===== config.mk =====
export PLATFORM = sky130hd
export DESIGN_NAME = inv_shift_row_stream
export DESIGN_NICKNAME = d
export VERILOG_FILES = /design/src/rtl/inv_shift_row_stream.sv
export SDC_FILE = /design/constraint.sdc
export NUM_CORES = 1
export LEC_CHECK = 0
export CAP_MARGIN = 20
export CORE_MARGIN = 2
export CORE_UTILIZATION = 40
export CTS_BUF_LIST = sky130_fd_sc_hd__clkbuf_8
export DETAILED_ROUTE_END_ITERATION = 16
export PLACE_DENSITY = 0.67
export SLEW_MARGIN = 10
export SYNTH_ARGS = -nofsm -noshare
export SYNTH_HDL_FRONTEND = slang
export SYNTH_SLANG_ARGS = --single-unit

===== constraint.sdc =====
create_clock -name clk -period 2.9 [get_ports clk]
set_input_delay 0.58 -clock clk [delete_from_list [all_inputs] [get_ports clk]]
set_output_delay 0.58 -clock clk [all_outputs]
set_load 0.02 [all_outputs]

===== src/rtl/inv_shift_row_stream.sv =====
// Streaming AES InvShiftRows: 16-byte blocks in column-major order, ping-pong
// buffered so one block can fill while the other drains.
module inv_shift_row_stream (
    input  logic       clk,
    input  logic       rst,
    input  logic       in_valid,
    output logic       in_ready,
    input  logic [7:0] in_data,
    output logic       out_valid,
    input  logic       out_ready,
    output logic [7:0] out_data,
    output logic       out_last,
    output logic       ovf_err
);

    logic [7:0] bank [2][16];
    logic [1:0] full;
    logic [1:0] full_nxt;
    logic       wb;
    logic       rb;
    logic [3:0] wi;
    logic [3:0] ri;
    logic       in_fire;
    logic       out_fire;
    logic [1:0] src_col;
    logic [3:0] src_idx;

    assign in_ready  = !full[wb];
    assign out_valid = full[rb];
    assign in_fire   = in_valid && in_ready;
    assign out_fire  = out_valid && out_ready;

    // Row r of the output is row r of the stored block rotated right by r,
    // so output column c reads stored column (c - r) mod 4.
    assign src_col  = ri[3:2] - ri[1:0];
    assign src_idx  = {src_col, ri[1:0]};
    assign out_data = bank[rb][src_idx];
    assign out_last = out_valid && (ri == 4'd15);

    // Fill and drain always target different banks, so both updates can land
    // on the same edge without conflict.
    always_comb begin
        full_nxt = full;
        if (in_fire && (wi == 4'd15)) begin
            full_nxt[wb] = 1'b1;
        end
        if (out_fire && (ri == 4'd15)) begin
            full_nxt[rb] = 1'b0;
        end
    end

    always_ff @(posedge clk) begin
        if (rst) begin
            wb      <= 1'b0;
            rb      <= 1'b0;
            wi      <= 4'd0;
            ri      <= 4'd0;
            full    <= 2'b00;
            ovf_err <= 1'b0;
        end else begin
            full <= full_nxt;
            if (in_fire) begin
                wi <= wi + 4'd1;
                if (wi == 4'd15) begin
                    wb <= ~wb;
                end
            end
            if (out_fire) begin
                ri <= ri + 4'd1;
                if (ri == 4'd15) begin
                    rb <= ~rb;
                end
            end
            if (in_valid && !in_ready) begin
                ovf_err <= 1'b1;
            end
        end
    end

    // Storage is intentionally left out of reset.
    always_ff @(posedge clk) begin
        if (in_fire && !rst) begin
            bank[wb][wi] <= in_data;
        end
    end

endmodule


# After elaboration in Yosys (flattened, before gate mapping)

Memory sizes are Yosys's and may differ from the RTL's. A register that Yosys moved wholly into a read port is not among the register bits.
Index checks and enable logic that the tools add are counted.

Register bits: 13
Memory bits (writable): 256
Input bits: 12
Output and inout port bits: 12
Word-level logic and storage cells: 59
Memories: 1

Memories:

| memory | words | width | read ports | clocked after memory_dff | wr ports | RTL line | source |
|---|---|---|---|---|---|---|---|
| bank   | 2     | 128   | 1          | 1                        | 1        | 16       | `logic [7:0] bank [2][16];` |

Add/subtract/negate cells: 3
Order comparisons: 7
Equality and inequality tests: 2
Mux-type cells: 19
Bitwise operators: 7
Reduce and logical (&&, ||, !) cells: 14

Operators by type and width:

| kind                  | count |
|---|---|
| $mux W128             | 1 |
| $bmux W8 S4           | 1 |
| $demux W8 S4          | 1 |
| $mux W8               | 3 |
| $ge A5 B5 Y1 const B  | 2 |
| $logic_and A1 B1 Y1   | 10 |
| $not A4 Y5            | 2 |
| $mux W1               | 9 |
| $add A4 B1 Y4 const B | 2 |
| $eq A4 B4 Y1 const B  | 2 |
| $lt A5 B1 Y1 const B  | 1 |
| $lt A1 B2 Y1 const B  | 2 |
| $mux W2               | 2 |
| $reduce_and A2 Y1     | 2 |
| $and A2 B2 Y2         | 1 |
| $demux W1 S1          | 2 |
| $ge A1 B1 Y1 const B  | 2 |
| $logic_not A1 Y1      | 2 |
| $not A1 Y1            | 2 |
| $not A2 Y2            | 1 |
| $or A2 B2 Y2          | 1 |
| $sub A2 B2 Y2         | 1 |

# Depth between registers and ports, before layout

Gate-level depths: netlist of the first run.

Word-level depth: 8
Gate-level depth with buffers: 8
Gate-level depth less buffers: 7

# Worst setup path before layout of the first run

No wires, ideal clock.

Path type: reg-to-output
Start point: register ri[2]
End point: output port out_data[5]
Arrival: 2.138 ns
Setup slack: 0.182 ns
Cell stages (with the launch flop): 8
Buffers on the path: 1
Cell sequence: dfxtp_1 -> inv_1 -> ha_1 -> xnor2_2 -> buf_2 -> mux4_2 -> o22ai_1 -> nor4_1

Cells in the longest elaborated chain, start to end: 5

Ends and longest elaborated chain:

| item                                        | RTL line | source |
|---|---|---|
| start, declared                             | 22       | `logic [3:0] ri;` |
| start signal, assigned                      | 69       | `ri <= ri + 4'd1;` |
| $sub A2 B2 Y2                               | 35       | `assign src_col = ri[3:2] - ri[1:0];` |
| $not A4 Y5 (implied by the code)            | 37       | `assign out_data = bank[rb][src_idx];` |
| $bmux W8 S4                                 | 37       |  |
| $mux W8 (implied by the code) (2 in series) | 37       |  |
| end, declared                               | 11       | `output logic [7:0] out_data,` |

Every way passes these cells. The select of a mux whose other input is x is not followed.

# Final worst setup path of the first run

Start point: register ri[2]
End point: output port out_data[0]

Same word-level chain as after synthesis.

==> qor.txt, run 1 <==
Peak Freq: 320 MHz
Post-Synth XOR/XNOR Area: 0.725%
Worst-path clk slew: 0.06 ns
Syn Std Cell Area: 0.0107 mm2
DIE HEIGHT: 168 um
final hold slack: 0.485 ns
Finished Cell Area: 0.0130 mm2
final core occ: 49.5%
# setup viols final: 8
Die ar.: 0.0281 mm2
DR pass1 iterations: 5
post-detailed-route wirelength per cell: 22.8 um
ant diodes: 0
fin crit period: 3.12 ns
crit-path max FO: 14
sequential fraction of the synthesis area: 74.4%
final cell count without fillers: 1,036
synth unique cells: 38
Yosys reg bits: 270
H-tree depth: 2
Post-Route WL: 23,700 um
Worst Hold Launch: ovf_err$_SDFFE_PP0P_
post-route setup slack: -0.224 ns
Via Count: 5,681
Num Clock Sinks: 270
GRT Residual Overflow: 0
status: finished, violations left
main flop type after synthesis: edfxtp_1
Initial DRC Count: 618
multiplexer area fraction after synthesis: 14.7%
Final Cycle Share: 108%
leading area contributor after synthesis: edfxtp_1
initial antenna violation count: 0
DP Area: 0.0118 mm2
Mapped Cells: 546
CP Class: reg -> out
Fin Clk Skew: 0.0153 ns
Mean Syn Cell Area: 19.6 um2
synth-to-layout area growth: 21.1%
Core ar.: 0.0262 mm2
most frequent cells after synthesis: edfxtp_1, mux4_2, nor2_1, mux2i_1, dfxtp_1
CTS Root Cell: clkbuf_8
clk buf depth: 3
largest family of logic cells by synthesized area: multiplexers
WP data arrival: 2.54 ns
dominant cells by area after synthesis: edfxtp_1, mux4_2, dfxtp_1
dpl hpwl: 15,000 um
Final Net Count: 687
Startpoint Class: flip-flop
PortBufs: 23
Ports: 24
Relative slew margins: 70.0%
worst reg2reg startpoint: wb$_SDFFE_PP0N_
Hold Crit Depth: 2
pin count of the biggest net entering global routing: 33
Synth Area in Compound Gates: 3.05%
Via density: 5.48
leakage power: 4.19 nW
failing checks: setup timing
area of the multi-input gates: 0.00277 mm2
Fin. Hold Viols: 0
share of layout cells above drive strength 1: 37.1%
Worst R2R Path Depth: 6
Async SR Flop Fraction: 0%
Slew @ Worst Pin: 0.449 ns
r2r setup slk: 0.32 ns
Post-Synth Adder-Cell Area: 0.701%
overall routing resource usage: 17.2%
fillcell total: 2,083
drt drc: 0
die width: 168 um
first-pass GRT wire length: 36,000 um
HP Class: reg -> reg
number of flops mapped to enable cells by yosys: 256
Register Area: 0.00798 mm2
clock insertion delay at the later pin of the skew report: 0.54 ns
MaxCap Viol Count: 0
DRT antenna net count: 0
post-synth top area share: 71.8%
PD cells: 570 mW/mm2
placed cell count: 947
syn nets: 564
unrepaired setup endpoints after global routing: yes
Place WS: -0.287 ns
Final Max Tran Viols: 0
Min-Delay Endpoint: ovf_err$_SDFFE_PP0P_
worst vdd ir: 496 uV
Core Rows: 59
Num CTS Buffers: 42
kind of end point of the critical path: output pin
vias in the first global route: 5,871
Tot Pwr: 7.39 mW
Simple-Gate Fraction of Synth Area: 4.59%
CTS tree: done
top-count cell post-synth: edfxtp_1
YS warnings: 0
Post-Route Setup TNS: -1.42 ns
GPL Wtd Cong: 0.829
Initial Utilization: 40.9%
RR Endpoint: bank[1][21]$_DFFE_PP_
critical path required time: 2.32 ns
==> logic make-up after synthesis <==
group,Yosys count
compound gates,42
flops,270
mux,81
fa+ha+maj,6
buf+inv,34
simple gates,105
xor+xnor,8
==> area by class of cell <==
| type | count | share of cell area, % |
|---|---|---|
| sequential | 270 | 61.5 |
| multi-input combinational | 242 | 21.4 |
| timing repair buffer | 108 | 7.78 |
| clock buffer | 47 | 4.99 |
| tap | 335 | 3.23 |
| clock inverter | 29 | 0.974 |
| inverter | 5 | 0.145 |
==> flip-flops by register name (all words and copies together) (netlist names), named ones only <==
signal and flops:
bank 256, full 2, wb 1, ovf_err 1, wi 4, rb 1, ri 4
==> worst max-delay path by stage <==
stage	end	slack [ns]	from	cells past startpoint
3_3_place_gp	out_data[5]	-0.25	ri[2]$_SDFFE_PP0P_	8
5_1_grt	out_data[0]	-0.33	ri[2]$_SDFFE_PP0P_	8
4_1_cts	out_data[1]	-0.26	flip-flop	8
2_1_floorplan	out_data[5]	0.18	ri[2]$_SDFFE_PP0P_	7
6_report	out_data[0]	-0.22	ri[2]$_SDFFE_PP0P_	8
3_5_place_dp	out_data[0]	-0.29	ri[1]$_SDFFE_PP0P_	7
==> layout by cell type, fill, tap and decap left out, drive strengths merged, types with 8 or more instances in the layout <==
cell           instances
inv                   17
o21ai                  8
a221oi                10
clkbuf                47
nor2                  56
mux4                  60
clkdlybuf4s50         14
clkinv                16
a21oi                  8
nor2b                  9
nand2                 11
edfxtp               256
mux2i                 18
dfxtp                 14
buf                   91
==> routing by layer <==
metal / GRT usage, % / share of wire, %
met2: 27.9 / 49
met5: 0 / 0
met3: 3.03 / 6.2
met1: 23.9 / 42
met4: 5.78 / 2.7
==> critical path, stage by stage (launching register included) <==
cell	delay, ns
dfxtp_1	0.34
inv_1	0.07
ha_1	0.24
xnor2_4	0.31
buf_12	0.20
mux4_2	0.35
o22ai_1	0.24
nor4_2	0.08
buf_4	0.17
==> where the power goes <==
group          internal [mW]  switching [mW]  total, mW
combinational         0.0601           0.119      0.179
clock                   1.49            1.43       2.93
sequential              4.28         0.00702       4.28
total                   5.83            1.56       7.39
==> repair_timing <==
action / in CTS / in global routing
endpoints found under the setup margin: 9 / 8
gates resized for setup: 90 / 15
pin swaps: 13 / 6
buffers inserted: 10 / 1
gates cloned: 3 / 0
hold buffers: 0 / 0
No activity file was read; power rests on OpenSTA's default activity.
==> inputs of run 2 (changes only) <==
--- a/config.mk
+++ b/config.mk
@@ -6,7 +6,7 @@
 export NUM_CORES = 1
 export LEC_CHECK = 0
 export CAP_MARGIN = 20
-export CORE_MARGIN = 2
+export CORE_MARGIN = 10
 export CORE_UTILIZATION = 40
 export CTS_BUF_LIST = sky130_fd_sc_hd__clkbuf_8
 export DETAILED_ROUTE_END_ITERATION = 16
==> qor.txt, run 2 (same netlist as run 1, synthesis figures left out) <==
status: finished, violations left
failing checks: setup timing
fillcell total: 2,073
Initial DRC Count: 463
first-pass GRT wire length: 36,400 um
synth-to-layout area growth: 21.9%
share of layout cells above drive strength 1: 38.2%
critical path required time: 2.32 ns
Core Rows: 59
# setup viols final: 8
clk buf depth: 3
CP Class: reg -> out
final core occ: 49.8%
GRT Residual Overflow: 0
leakage power: 4.20 nW
top flop regs: bank: 256 flops, ri: 4 flops, wi: 4 flops
hold bufs inserted after CTS: 0
H-tree depth: 2
dpl hpwl: 15,200 um
Ports: 24
Slew @ Worst Pin: 0.587 ns
post-route setup slack: -0.232 ns
Via density: 5.42
die width: 184 um
PortBufs: 23
worst vdd ir: 402 uV
post-detailed-route wirelength per cell: 22.8 um
Fin. Hold Viols: 0
overall routing resource usage: 14.4%
CTS tree: done
Stages on worst setup path: 8
Post-Route Setup TNS: -1.53 ns
kind of end point of the critical path: output pin
WP data arrival: 2.55 ns
r2r setup slk: 0.40 ns
GPL Wtd Cong: 0.826
Most flops, register: bank
Num Clock Sinks: 270
most common cell after layout, fill and taps aside: edfxtp_1
pin count of the biggest net entering global routing: 33
commonest non-fill, non-tap cells in the layout: edfxtp_1, buf_4, mux4_2, nor2_1, clkbuf_8
fin crit period: 3.13 ns
Peak Freq: 319 MHz
HP Class: reg -> reg
unrepaired setup endpoints after global routing: yes
CP Cell Sequence: buf_12 > mux4_2 > mux2i_1 > buf_4 > o21ai_2 > a221oi_2 > nor4_1 > buf_2
clock insertion delay at the later pin of the skew report: 0.57 ns
Post-Route WL: 23,800 um
ant diodes: 0
Via Count: 5,676
Relative slew margins: 60.7%
Worst-path clk slew: 0.07 ns
Num CTS Buffers: 43
WP buf/inv: 3
Core ar.: 0.0262 mm2
Startpoint Class: flip-flop
PD cells: 570 mW/mm2
Die ar.: 0.0337 mm2
DIE HEIGHT: 184 um
DRT antenna net count: 0
Initial Utilization: 40.9%
Final Net Count: 698
DR pass1 iterations: 4
Final Max Tran Viols: 0
Hold Crit Depth: 2
crit-path max FO: 8
MaxCap Viol Count: 0
cell family with most CP delay: multiplexers
initial antenna violation count: 0
CTS Root Cell: clkbuf_8
Critical Path Slowest Stage Cell: mux4_2
critical path's largest stage delay: 0.52 ns
vias in the first global route: 5,955
Worst R2R Path Depth: 6
Final Cycle Share: 108%
drt drc: 0
max reg flops: 256
Fin Clk Skew: 0.0329 ns
run 2: power breakdown:
group | internal (mW) | switching [mW] | total, mW
combinational | 0.0619 | 0.124 | 0.186
sequential | 4.28 | 0.00682 | 4.28
clock | 1.50 | 1.47 | 2.96
total | 5.84 | 1.60 | 7.43
run 2: repair_timing:
item                                    4_1_cts  5_1_grt
pin swaps                                    10        6
endpoints found under the hold margin         0        0
endpoints found under the setup margin        9       10
gates resized for setup                      96       22
gates cloned                                  3        0
buffers inserted                             10        3
run 2: path summary, 6_finish.rpt:
check / startpoint / to
worst max-delay path: flip-flop / out_data[7]
worst min-delay path: ovf_err$_SDFFE_PP0P_ / ovf_err$_SDFFE_PP0P_
worst min register to register: ovf_err$_SDFFE_PP0P_ / ovf_err$_SDFFE_PP0P_
worst max register to register: wb$_SDFFE_PP0N_ / bank[1][20]$_DFFE_PP_
run 2: metrics by stage:
stage	total power [mW]	cell area, um2	instances	hold slack, ns	worst slack, ns
after floorplan	4.42	10700	546	0.447	0.182
after global placement	4.54	11800	955	0.460	-0.250
after detailed placement	4.54	11800	955	0.461	-0.257
after CTS	7.50	13000	1045	0.488	-0.269
after global routing	7.70	13100	1047	0.521	-0.343
final	7.43	13100	1047	0.484	-0.232
run 2: area by class of cell:
cell class / count / area [um2] / share of cell area, %
clock inverters: 34 / 186 / 1.43
inverters: 5 / 18.8 / 0.144
flip-flops and latches: 270 / 7980 / 61.1
clock buffers: 43 / 592 / 4.54
repair buffers: 118 / 1070 / 8.19
well taps: 335 / 419 / 3.21
multi-input cells: 242 / 2790 / 21.4
run 2: per-layer routing:
metal	wire length (um)	GRT usage, %	up-vias	share of wire, %
met5	0	0	-	0
met4	663	6.46	0	2.8
met3	1860	3.36	44	7.8
met2	11300	21.6	220	47
met1	10000	19.5	2914	42
li1	-	-	2498	-
run 2: tightest hold or removal path, cell delays in order (launching register included):
cell	delay (ns)
dfxtp_1	0.33
a21oi_1	0.05
nor2_1	0.08
==> inputs of run 3 (changes only) <==
--- a/config.mk
+++ b/config.mk
@@ -5,12 +5,12 @@
 export SDC_FILE = /design/constraint.sdc
 export NUM_CORES = 1
 export LEC_CHECK = 0
-export CAP_MARGIN = 20
+export CAP_MARGIN = 0
 export CORE_MARGIN = 10
 export CORE_UTILIZATION = 40
 export CTS_BUF_LIST = sky130_fd_sc_hd__clkbuf_8
 export DETAILED_ROUTE_END_ITERATION = 16
-export PLACE_DENSITY = 0.67
+export PLACE_DENSITY = 0.51
 export SLEW_MARGIN = 10
 export SYNTH_ARGS = -nofsm -noshare
 export SYNTH_HDL_FRONTEND = slang
==> qor.txt, run 3 (same netlist as run 1, synthesis figures left out) <==
status: finished, violations left
failing checks: setup timing
ant diodes: 0
worst reg2reg startpoint: wb$_SDFFE_PP0N_
Initial DRC Count: 398
placed cell count: 966
DP Area: 0.0120 mm2
Peak Freq: 319 MHz
initial antenna violation count: 0
Via density: 5.31
Fin Clk Skew: 0.0118 ns
Via Count: 5,597
leakage power: 4.29 nW
PortBufs: 23
share of layout cells above drive strength 1: 38.4%
Relative slew margins: 67.4%
final hold slack: 0.473 ns
Fin. Hold Viols: 0
# setup viols final: 8
HP Class: reg -> reg
Final Cycle Share: 108%
WP data arrival: 2.55 ns
die width: 184 um
crit-path max FO: 7
GRT Residual Overflow: 0
Initial Utilization: 40.9%
Worst-path clk slew: 0.06 ns
Final Max Tran Viols: 0
Startpoint Class: flip-flop
unrepaired setup endpoints after global routing: yes
DRT antenna net count: 0
vias in the first global route: 5,923
Finished Cell Area: 0.0133 mm2
post-route setup slack: -0.232 ns
Post-Route WL: 24,700 um
critical path required time: 2.32 ns
top flop regs: bank: 256 flops, ri: 4 flops, wi: 4 flops
final cell count without fillers: 1,054
overall routing resource usage: 14.9%
drt drc: 0
PD cells: 563 mW/mm2
Core ar.: 0.0262 mm2
dpl hpwl: 15,800 um
Slew @ Worst Pin: 0.488 ns
GPL Wtd Cong: 0.769
Most flops, register: bank
commonest non-fill, non-tap cells in the layout: edfxtp_1, buf_4, mux4_2, nor2_1, clkbuf_8
Place WS: -0.411 ns
clk buf depth: 3
Ports: 24
Tot Pwr: 7.49 mW
CTS tree: done
MaxCap Viol Count: 0
synth-to-layout area growth: 24.2%
Num Clock Sinks: 270
Num CTS Buffers: 46
critical path's largest stage delay: 0.54 ns
DIE HEIGHT: 184 um
clock insertion delay at the later pin of the skew report: 0.55 ns
Post-Route Setup TNS: -1.60 ns
CTS Root Cell: clkbuf_8
first-pass GRT wire length: 37,600 um
kind of end point of the critical path: output pin
worst vdd ir: 297 uV
pin count of the biggest net entering global routing: 33
Die ar.: 0.0337 mm2
Final Net Count: 706
hold bufs inserted after CTS: 0
Core Rows: 59
fin crit period: 3.13 ns
post-detailed-route wirelength per cell: 23.4 um
max reg flops: 256
most common cell after layout, fill and taps aside: edfxtp_1
Worst Hold Launch: ovf_err$_SDFFE_PP0P_
Critical Path Slowest Stage Cell: mux4_2
CP Cell Sequence: buf_12 > buf_12 > buf_12 > mux4_2 > a2111oi_4 > nor4_4 > buf_4
CP Class: reg -> out
Critical Path Most Common Cell: buf_12
H-tree depth: 2
DR pass1 iterations: 5
final core occ: 50.7%
==> run 3: layout make-up <==
cell class / count / area, um2
Fill cell: 2123 / 12900
Tap cell: 335 / 419
Timing Repair Buffer: 123 / 1220
Multi-Input combinational cell: 242 / 2870
Sequential cell: 270 / 7980
Clock inverter: 33 / 165
Clock buffer: 46 / 633
Inverter: 5 / 18.8
==> run 3: metal layers <==
layer / global-route usage, % / wire length [um]
met5: 0 / 0
met4: 3.31 / 318
met3: 2.98 / 1130
met2: 23.8 / 11700
met1: 20.6 / 11500
==> run 3: power by group <==
group | switching [mW] | internal [mW]
clock network | 1.46 | 1.56
registers | 0.00638 | 4.28
logic | 0.121 | 0.0620
==> run 3: worst paths after layout <==
kind	cells after the start	endpoint	slack, ns
worst max register to register	7	bank[0][50]$_DFFE_PP_	0.54
worst max-delay path	7	out_data[0]	-0.23
worst min register to register	2	ovf_err$_SDFFE_PP0P_	0.47
worst min-delay path	2	ovf_err$_SDFFE_PP0P_	0.47
==> run 3: repair_timing <==
action,in CTS,in global routing
endpoints found under the setup margin,8,9
cloned,2,0
pin swaps,18,7
buffers inserted,9,3
gates resized for setup,108,11
==> run 3: worst max-delay path: cells and delay by family, from the launching register on <==
kind	cells	cell delay, ns
DFF	1	0.43
buffers and inverters	4	0.59
and+or+nand+nor	1	0.05
AOI/OAI and AO/OA	1	0.38
muxes	1	0.54
